### src/rtl/freq_shift_stream.sv
// Ping-pong frame buffer that replays each FFT frame with every bin shifted up or down by shift_amt.
// Define FREQ_SHIFT_LOWER_EN to honour shift_dir; otherwise the block always raises.
module freq_shift_stream #(
    parameter int DATA_W    = 32,
    parameter int FRAME_LEN = 32,
    parameter int BIN_W     = $clog2(FRAME_LEN)
) (
    input  logic              clk,
    input  logic              rst_n,
    input  logic              in_valid,
    output logic              in_ready,
    input  logic [DATA_W-1:0] in_data,
    input  logic              in_fin,
    input  logic [BIN_W-1:0]  shift_amt,
    input  logic              shift_dir,
    output logic              out_valid,
    input  logic              out_ready,
    output logic [DATA_W-1:0] out_data,
    output logic [BIN_W-1:0]  out_bin,
    output logic              out_fin,
    output logic              frame_err
);

    localparam logic [0:0]       IDLE = 1'b0;
    localparam logic [0:0]       READ = 1'b1;
    localparam logic [BIN_W-1:0] LAST = BIN_W'(FRAME_LEN - 1);

    logic [DATA_W-1:0]          mem [2*FRAME_LEN];
    logic [1:0][FRAME_LEN-1:0]  mask;
    logic [1:0]                 full;
    logic                       wr_bank;
    logic                       rd_bank;
    logic [BIN_W-1:0]           wr_cnt;
    logic [BIN_W-1:0]           rd_cnt;
    logic [BIN_W-1:0]           amt_reg;
    logic                       issue_done;
    logic [0:0]                 state;

    logic                       accept;
    logic                       close;
    logic                       fin_hs;
    logic                       chain;
    logic                       load_cont;
    logic                       load;
    logic                       sel_bank;
    logic [BIN_W-1:0]           sel_cnt;
    logic [BIN_W-1:0]           sel_amt;
    logic [BIN_W:0]             raise_idx;
    logic [BIN_W:0]             src_idx;
    logic                       hit;
    logic [BIN_W:0]             rd_addr;

`ifdef FREQ_SHIFT_LOWER_EN
    logic                       dir_reg;
    logic                       sel_dir;
    logic [BIN_W:0]             lower_idx;
`else
    logic                       unused_dir;
    assign unused_dir = shift_dir;
`endif

    assign in_ready  = !full[wr_bank];
    assign accept    = in_valid && in_ready;
    assign close     = accept && (in_fin || (wr_cnt == LAST));
    assign fin_hs    = (state == READ) && out_valid && out_ready && out_fin;
    // Chaining loads bin 0 of the next full bank on the same edge the last bin leaves.
    assign chain     = fin_hs && full[!rd_bank];
    assign load_cont = (state == READ) && !issue_done && (!out_valid || out_ready);
    assign load      = load_cont || chain;

    always_comb begin
        sel_bank = rd_bank;
        sel_cnt  = rd_cnt;
        sel_amt  = amt_reg;
        if (chain) begin
            sel_bank = !rd_bank;
            sel_cnt  = '0;
            sel_amt  = shift_amt;
        end
    end

    // The top bit flags a borrow (raise) or carry (lower): the source bin falls off the frame.
    assign raise_idx = {1'b0, sel_cnt} - {1'b0, sel_amt};
`ifdef FREQ_SHIFT_LOWER_EN
    assign sel_dir   = chain ? shift_dir : dir_reg;
    assign lower_idx = {1'b0, sel_cnt} + {1'b0, sel_amt};
    assign src_idx   = sel_dir ? raise_idx : lower_idx;
`else
    assign src_idx   = raise_idx;
`endif
    assign hit     = !src_idx[BIN_W] && mask[sel_bank][src_idx[BIN_W-1:0]];
    assign rd_addr = {sel_bank, src_idx[BIN_W-1:0]};

    always_ff @(posedge clk) begin
        if (accept) begin
            mem[{wr_bank, wr_cnt}] <= in_data;
        end
    end

    // Masks clear on release rather than on close so a bank still being replayed is untouched.
    always_ff @(posedge clk or negedge rst_n) begin
        if (!rst_n) begin
            full      <= '0;
            mask      <= '0;
            wr_bank   <= 1'b0;
            wr_cnt    <= '0;
            frame_err <= 1'b0;
        end else begin
            frame_err <= close && (in_fin != (wr_cnt == LAST));
            if (accept) begin
                mask[wr_bank][wr_cnt] <= 1'b1;
            end
            if (close) begin
                full[wr_bank] <= 1'b1;
                wr_bank       <= !wr_bank;
                wr_cnt        <= '0;
            end else if (accept) begin
                wr_cnt <= wr_cnt + BIN_W'(1);
            end
            if (fin_hs) begin
                full[rd_bank] <= 1'b0;
                mask[rd_bank] <= '0;
            end
        end
    end

    always_ff @(posedge clk or negedge rst_n) begin
        if (!rst_n) begin
            state      <= IDLE;
            rd_bank    <= 1'b0;
            rd_cnt     <= '0;
            issue_done <= 1'b0;
            amt_reg    <= '0;
`ifdef FREQ_SHIFT_LOWER_EN
            dir_reg    <= 1'b1;
`endif
        end else if (state == IDLE) begin
            if (full[rd_bank]) begin
                state      <= READ;
                rd_cnt     <= '0;
                issue_done <= 1'b0;
                amt_reg    <= shift_amt;
`ifdef FREQ_SHIFT_LOWER_EN
                dir_reg    <= shift_dir;
`endif
            end
        end else begin
            if (load_cont) begin
                rd_cnt <= rd_cnt + BIN_W'(1);
                if (rd_cnt == LAST) begin
                    issue_done <= 1'b1;
                end
            end
            if (fin_hs) begin
                rd_bank <= !rd_bank;
                if (chain) begin
                    rd_cnt     <= BIN_W'(1);
                    issue_done <= 1'b0;
                    amt_reg    <= shift_amt;
`ifdef FREQ_SHIFT_LOWER_EN
                    dir_reg    <= shift_dir;
`endif
                end else begin
                    state <= IDLE;
                end
            end
        end
    end

    always_ff @(posedge clk or negedge rst_n) begin
        if (!rst_n) begin
            out_valid <= 1'b0;
            out_data  <= '0;
            out_bin   <= '0;
            out_fin   <= 1'b0;
        end else if (load) begin
            out_valid <= 1'b1;
            out_data  <= hit ? mem[rd_addr] : '0;
            out_bin   <= sel_cnt;
            out_fin   <= (sel_cnt == LAST);
        end else if (out_valid && out_ready) begin
            out_valid <= 1'b0;
        end
    end

endmodule
### config.mk
export PLATFORM = sky130hd
export DESIGN_NAME = freq_shift_stream
export DESIGN_NICKNAME = d
export VERILOG_FILES = /design/src/rtl/freq_shift_stream.sv
export SDC_FILE = /design/constraint.sdc
export NUM_CORES = 2
export LEC_CHECK = 0
export CAP_MARGIN = 20
export CORE_UTILIZATION = 35
export DETAILED_ROUTE_END_ITERATION = 8
export GPL_ROUTABILITY_DRIVEN = 0
export MAX_ROUTING_LAYER = met4
export SYNTH_ARGS = -nofsm -noshare
export SYNTH_HDL_FRONTEND = slang
export SYNTH_SLANG_ARGS = --single-unit
export TNS_END_PERCENT = 50
### constraint.sdc
create_clock -name clk -period 5.17 [get_ports clk]
set_input_delay 0.7755 -clock clk [delete_from_list [all_inputs] [get_ports clk]]
set_output_delay 0.7755 -clock clk [all_outputs]
set_load 0.02 [all_outputs]
Yosys cells after proc, flatten, opt, wreduce, memory -nomap -nowiden
Memory sizes are Yosys's and may differ from the RTL's.
Cells that the tools add are included.
Operators by class
  add/subtract/negate cells: 3
  magnitude comparators: 9
  equality and inequality tests: 5
  mux-type cells: 52
  bitwise operators: 6
  reductions and logical operators: 28
Operator list (number)
  32-bit 2-to-1 mux: 5
  64-bit 2-to-1 mux: 2
  64-bit AND: 1
  32-bit demux with 1-bit select: 2
  64-bit NOT: 1
  64-bit bitwise OR: 1
  5-bit 2-to-1 mux: 12
  1-bit 2-to-1 mux: 25
  5-bit equality test (second input constant): 3
  1-bit logical AND: 14
  5-bit by 6-bit less-than comparator with 1-bit output (second input constant): 2
  5-bit by 1-bit adder with 5-bit output (second input constant): 2
  1-bit by 2-bit less-than comparator with 1-bit output (second input constant): 4
  1-bit zero test: 6
  2-bit nonzero test: 3
  5-bit by 5-bit subtractor with 6-bit output: 1
  1-bit binary-select mux with 5-bit select: 1
  1-bit demux with 5-bit select: 1
  5-bit by 1-bit greater-or-equal comparator with 1-bit output (second input constant): 1
  2-bit 2-to-1 mux: 2
  2-bit AND reduction: 2
  1-bit logical OR: 3
  2-bit AND: 1
  1-bit demux with 1-bit select: 2
  other kinds (5): 6
Storage, ports and cells
  flip-flop bits (word level): 125
  RAM bits: 2048
  input bits: 43
  output and inout port bits: 41
  memories: 1
Memory list
  mem: words 64, bits a word 32, read ports 1, clocked after memory_dff 0, write ports 1, line 28  | logic [DATA_W-1:0] mem [2*FRAME_LEN];

Longest topological paths before layout
  depth after elaboration: 11
  depth in mapped cells: 24

Least setup slack after synthesis
Ideal clock, no wire load.
  kind: input to register
  from: in out_ready
  to: reg out_data[27]
  setup time: 0.131 ns
  arrival: 4.467 ns
  data required time: 5.039 ns
  slack: 0.572 ns
  stages: 17
  path buffers: 6
  cell sequence: nand4_4 nor2_2 clkbuf_1 nand2_1 nand2_1 ha_1 inv_1 fa_1 buf_2 buf_2 clkbuf_1 clkbuf_1 buf_1 mux2i_1 nor2_1 a311oi_1 o41ai_2
Between the ends
  word-level cells in the longest chain between the ends: 10
Ends and longest elaborated chain
  start: declaration: line 17  | input logic out_ready,
  parallel branches: the longest is 10 deep, another holds memory 64 x 32 bit
  end signal: assignment: line 178  | out_data <= hit ? mem[rd_addr] : '0;
  end: declaration: line 18  | output logic [DATA_W-1:0] out_data,
Several ways; the timed one is not identified. The select of a mux whose other input is x is not followed.
A chain may end at the register's enable or synchronous reset.

Worst setup path after layout
  from: reg rd_bank
  to: reg out_data[13]
Between the ends
  word-level cells in the longest chain between the ends: 10
Ends and longest elaborated chain
  start: declaration: line 32  | logic rd_bank;
  start signal: assignment: line 155  | rd_bank <= !rd_bank;
  parallel branches: the longest is 10 deep, another holds memory 64 x 32 bit
Several ways; the timed one is not identified. The select of a mux whose other input is x is not followed.

==> results.toml <==
[global_route]
grt_use_met2 = 0.276
grt_pass1_wl_um = 320000
grt_use_total = 0.186
busiest_layer = "met2"
grt_use_met1 = 0.262
antenna_found_initial = 9
grt_overflow = 0
grt_max_degree = 95
grtUsageMet3 = 0.0298
grt_pass1_vias = 45100

[layout]
layout.nets = 5153
multi_input_area_um2 = 19300
fillers = 21300
stdcell_count = 8471
largest-register = "mem"
drive_gt1_frac = 0.246
ff_latch_area_um2 = 64600
syn2layout_area_growth_pct = 16.9
largest_register_ffs = 2048
reg_top3 = "mem (2048), mask (64), out_data (32)"

[detailed_routing]
drt_iter0_drc = 4979
vias = 45500
route.detailed.drc = 0
firstDrtPassIters = 6
drt.antenna.violating_nets = 0
vias_per_cell = 5.37
wl_um = 221000
wl_per_cell_um = 26.1

[setup_path]
cp_max_fo = 8
worstSetupPathType = "flip-flop to flip-flop"
crit_path_end_kind = "flip-flop"
startpoint_type = "flip-flop"
crit_required_ps = 5900
crit_arrival_ps = 5680

[run_status]
outcome = "finished clean"

[synthesis]
yosysUniqueCellTypes = 72
synth_top_area_cell = "edfxtp_1"
yosysWarnings = 0
yosys.area.top_type_share = 0.726
ys_seq_elements = 2173
synth.net_count = 4723
synth.top_cells.by_area = "edfxtp_1, mux4_2, dfrtp_1"
synth_area_um2 = 84700
syn_inst = 4667
synth_top_flop_cell = "edfxtp_1"
synth-edff-count = 2048
avgSynthCellArea_um2 = 18.2
async_flop_share = 0.0575
ys_seq_area_frac = 0.763

[clock_tree]
ctsRootBufferMaster = "clkbuf_16"
postCtsResizedCells = 0
cts_buffer_depth = 3
htree_levels = 4
tritoncts = "built"
cts_hold_buf = 1
clock_sink_count = 2173
postCtsSetupRepairBufs = 0
clk_latency_ps = 870
numCtsBuffers = 215
clk_pin_slew_ps = 60

[floorplanning]
die_w_um = 494
row_count = 180
core_um2 = 241000
die_area_um2 = 244000
io_pins = 84
start_util = 0.352
die_y_um = 494

[sta]
clock_skew_ps = 46.9
worstMarginPinSlew_ps = 1140
rsz0062_at_grt = "false"
max_freq_mhz = 202
slew_headroom = 0.238
final_max_slew_viol_count = 0
period_needed_ps = 4950
hold_viol = 0
setup_viol = 0
fin_crit_sh = 0.957

[job]
cap_viol_max_count = 0

[placed_design]
dp_hpwl_um = 129000
placedCellCount = 8063
port_buffers = 82

[hold_path]
hold_class = "input pin to flip-flop"
==> metal layers <==
| metal | vias to the layer above | share of wire |
|---|---|---|
| met3 | 302 | 0.077 |
| met4 | 0 | 0.032 |
| li1 | 19400 | - |
| met5 | - | 0 |
| met2 | 1817 | 0.46 |
| met1 | 24000 | 0.44 |
==> worst paths after layout <==
kind,startpoint,end,slack (ps),depth (start not counted)
setup / recovery,rd_bank$_DFFE_PN0P_,out_data[13]$_DFFE_PN0P_,220,13
hold / removal,in_data[30],mem[19][30]$_DFFE_PP_,330,1
setup reg to reg,rd_bank$_DFFE_PN0P_,out_data[13]$_DFFE_PN0P_,220,13
hold reg to reg,mask[51]$_DFF_PN0_,mask[51]$_DFF_PN0_,500,2
max in group asynchronous,rst_n,out_data[8]$_DFFE_PN0P_,3360,3
min in group asynchronous,rst_n,mask[42]$_DFF_PN0_,600,2
==> cell usage after synthesis, types with 4 or more instances <==
| cell | instances |
|---|---|
| nor3_1 | 36 |
| ha_1 | 12 |
| a21oi_1 | 173 |
| o31ai_1 | 11 |
| a31oi_1 | 86 |
| o22ai_1 | 10 |
| a311oi_1 | 23 |
| buf_6 | 9 |
| clkbuf_1 | 116 |
| or2_2 | 4 |
| nand2b_1 | 10 |
| o41ai_2 | 21 |
| mux2i_1 | 85 |
| a22o_1 | 7 |
| nor2b_1 | 10 |
| and3_1 | 55 |
| mux4_2 | 391 |
| buf_1 | 22 |
| o21ai_1 | 4 |
| dfrtp_1 | 125 |
| o21ai_0 | 64 |
| edfxtp_1 | 2048 |
| nor2_1 | 184 |
| or3_1 | 27 |
| a22oi_1 | 32 |
| buf_4 | 23 |
| mux2_2 | 36 |
| nand4_1 | 14 |
| nand3_1 | 151 |
| o311ai_0 | 23 |
| a32oi_1 | 7 |
| buf_2 | 114 |
| nand2_1 | 655 |
| and2_1 | 15 |
| inv_1 | 9 |
==> through the flow <==
stage	hold slack [ps]	setup slack [ps]	area, µm²	utilization	TNS (ps)
floorplan	457	572	84700	-	0
global placement	473	-597	92200	0.383	-13060
detailed placement	485	-533	92200	0.383	-11830
CTS	446	209	99000	0.411	0
global route	290	58.0	99000	0.412	0
finish	335	224	99000	0.412	0
==> cell families after synthesis <==
logic type | synth area share
muxes | 0.119
AOI/OAI and AO/OA | 0.0393
buffers and inverters | 0.0165
DFF | 0.763
xor gates and xnor gates | 0.000414
and+or+nand+nor | 0.0599
adders and majority gates | 0.00213
==> worst max-delay path, cell delays in order (launching register included) <==
cell	delay, ps
dfrtp_1	440
mux2i_2	400
nor2_2	120
mux2i_1	230
ha_1	260
nor2b_1	150
o31ai_1	280
o21ai_0	210
a2111o_2	600
mux2_2	330
a21oi_1	380
o21ai_0	360
nor3_1	930
o41ai_2	140
==> final cells by class <==
cell class,count,share of cell area
timing repair buffer,497,0.0439
tap,3185,0.0403
multi-input combinational,2201,0.195
clock buffer,281,0.0586
sequential,2173,0.653
clock inverter,117,0.00921
antenna,8,0.000202
inverter,9,0.000341
==> cell usage in the layout, fill, tap and decap left out, types with 26 or more instances in the layout <==
cell | netlist | routed
clkbuf_16 | 0 | 219
clkinv_2 | 0 | 38
a31oi_1 | 86 | 86
nor2_1 | 184 | 114
a22oi_1 | 32 | 32
clkinv_1 | 0 | 44
mux2_2 | 36 | 36
nand2_1 | 655 | 655
nor2_4 | 1 | 69
or3_1 | 27 | 26
clkdlybuf4s50_1 | 0 | 49
a21oi_1 | 173 | 173
and3_1 | 55 | 55
mux2i_1 | 85 | 85
clkbuf_1 | 116 | 53
buf_12 | 0 | 45
o21ai_0 | 64 | 63
buf_4 | 23 | 369
edfxtp_1 | 2048 | 2048
buf_2 | 114 | 32
mux4_2 | 391 | 391
dfrtp_1 | 125 | 125
nand3_1 | 151 | 151
nor3_1 | 36 | 35
Power is left out: the tool's default activity adds up to more than one toggle a clock period on the data nets, which glitch-free logic cannot reach.
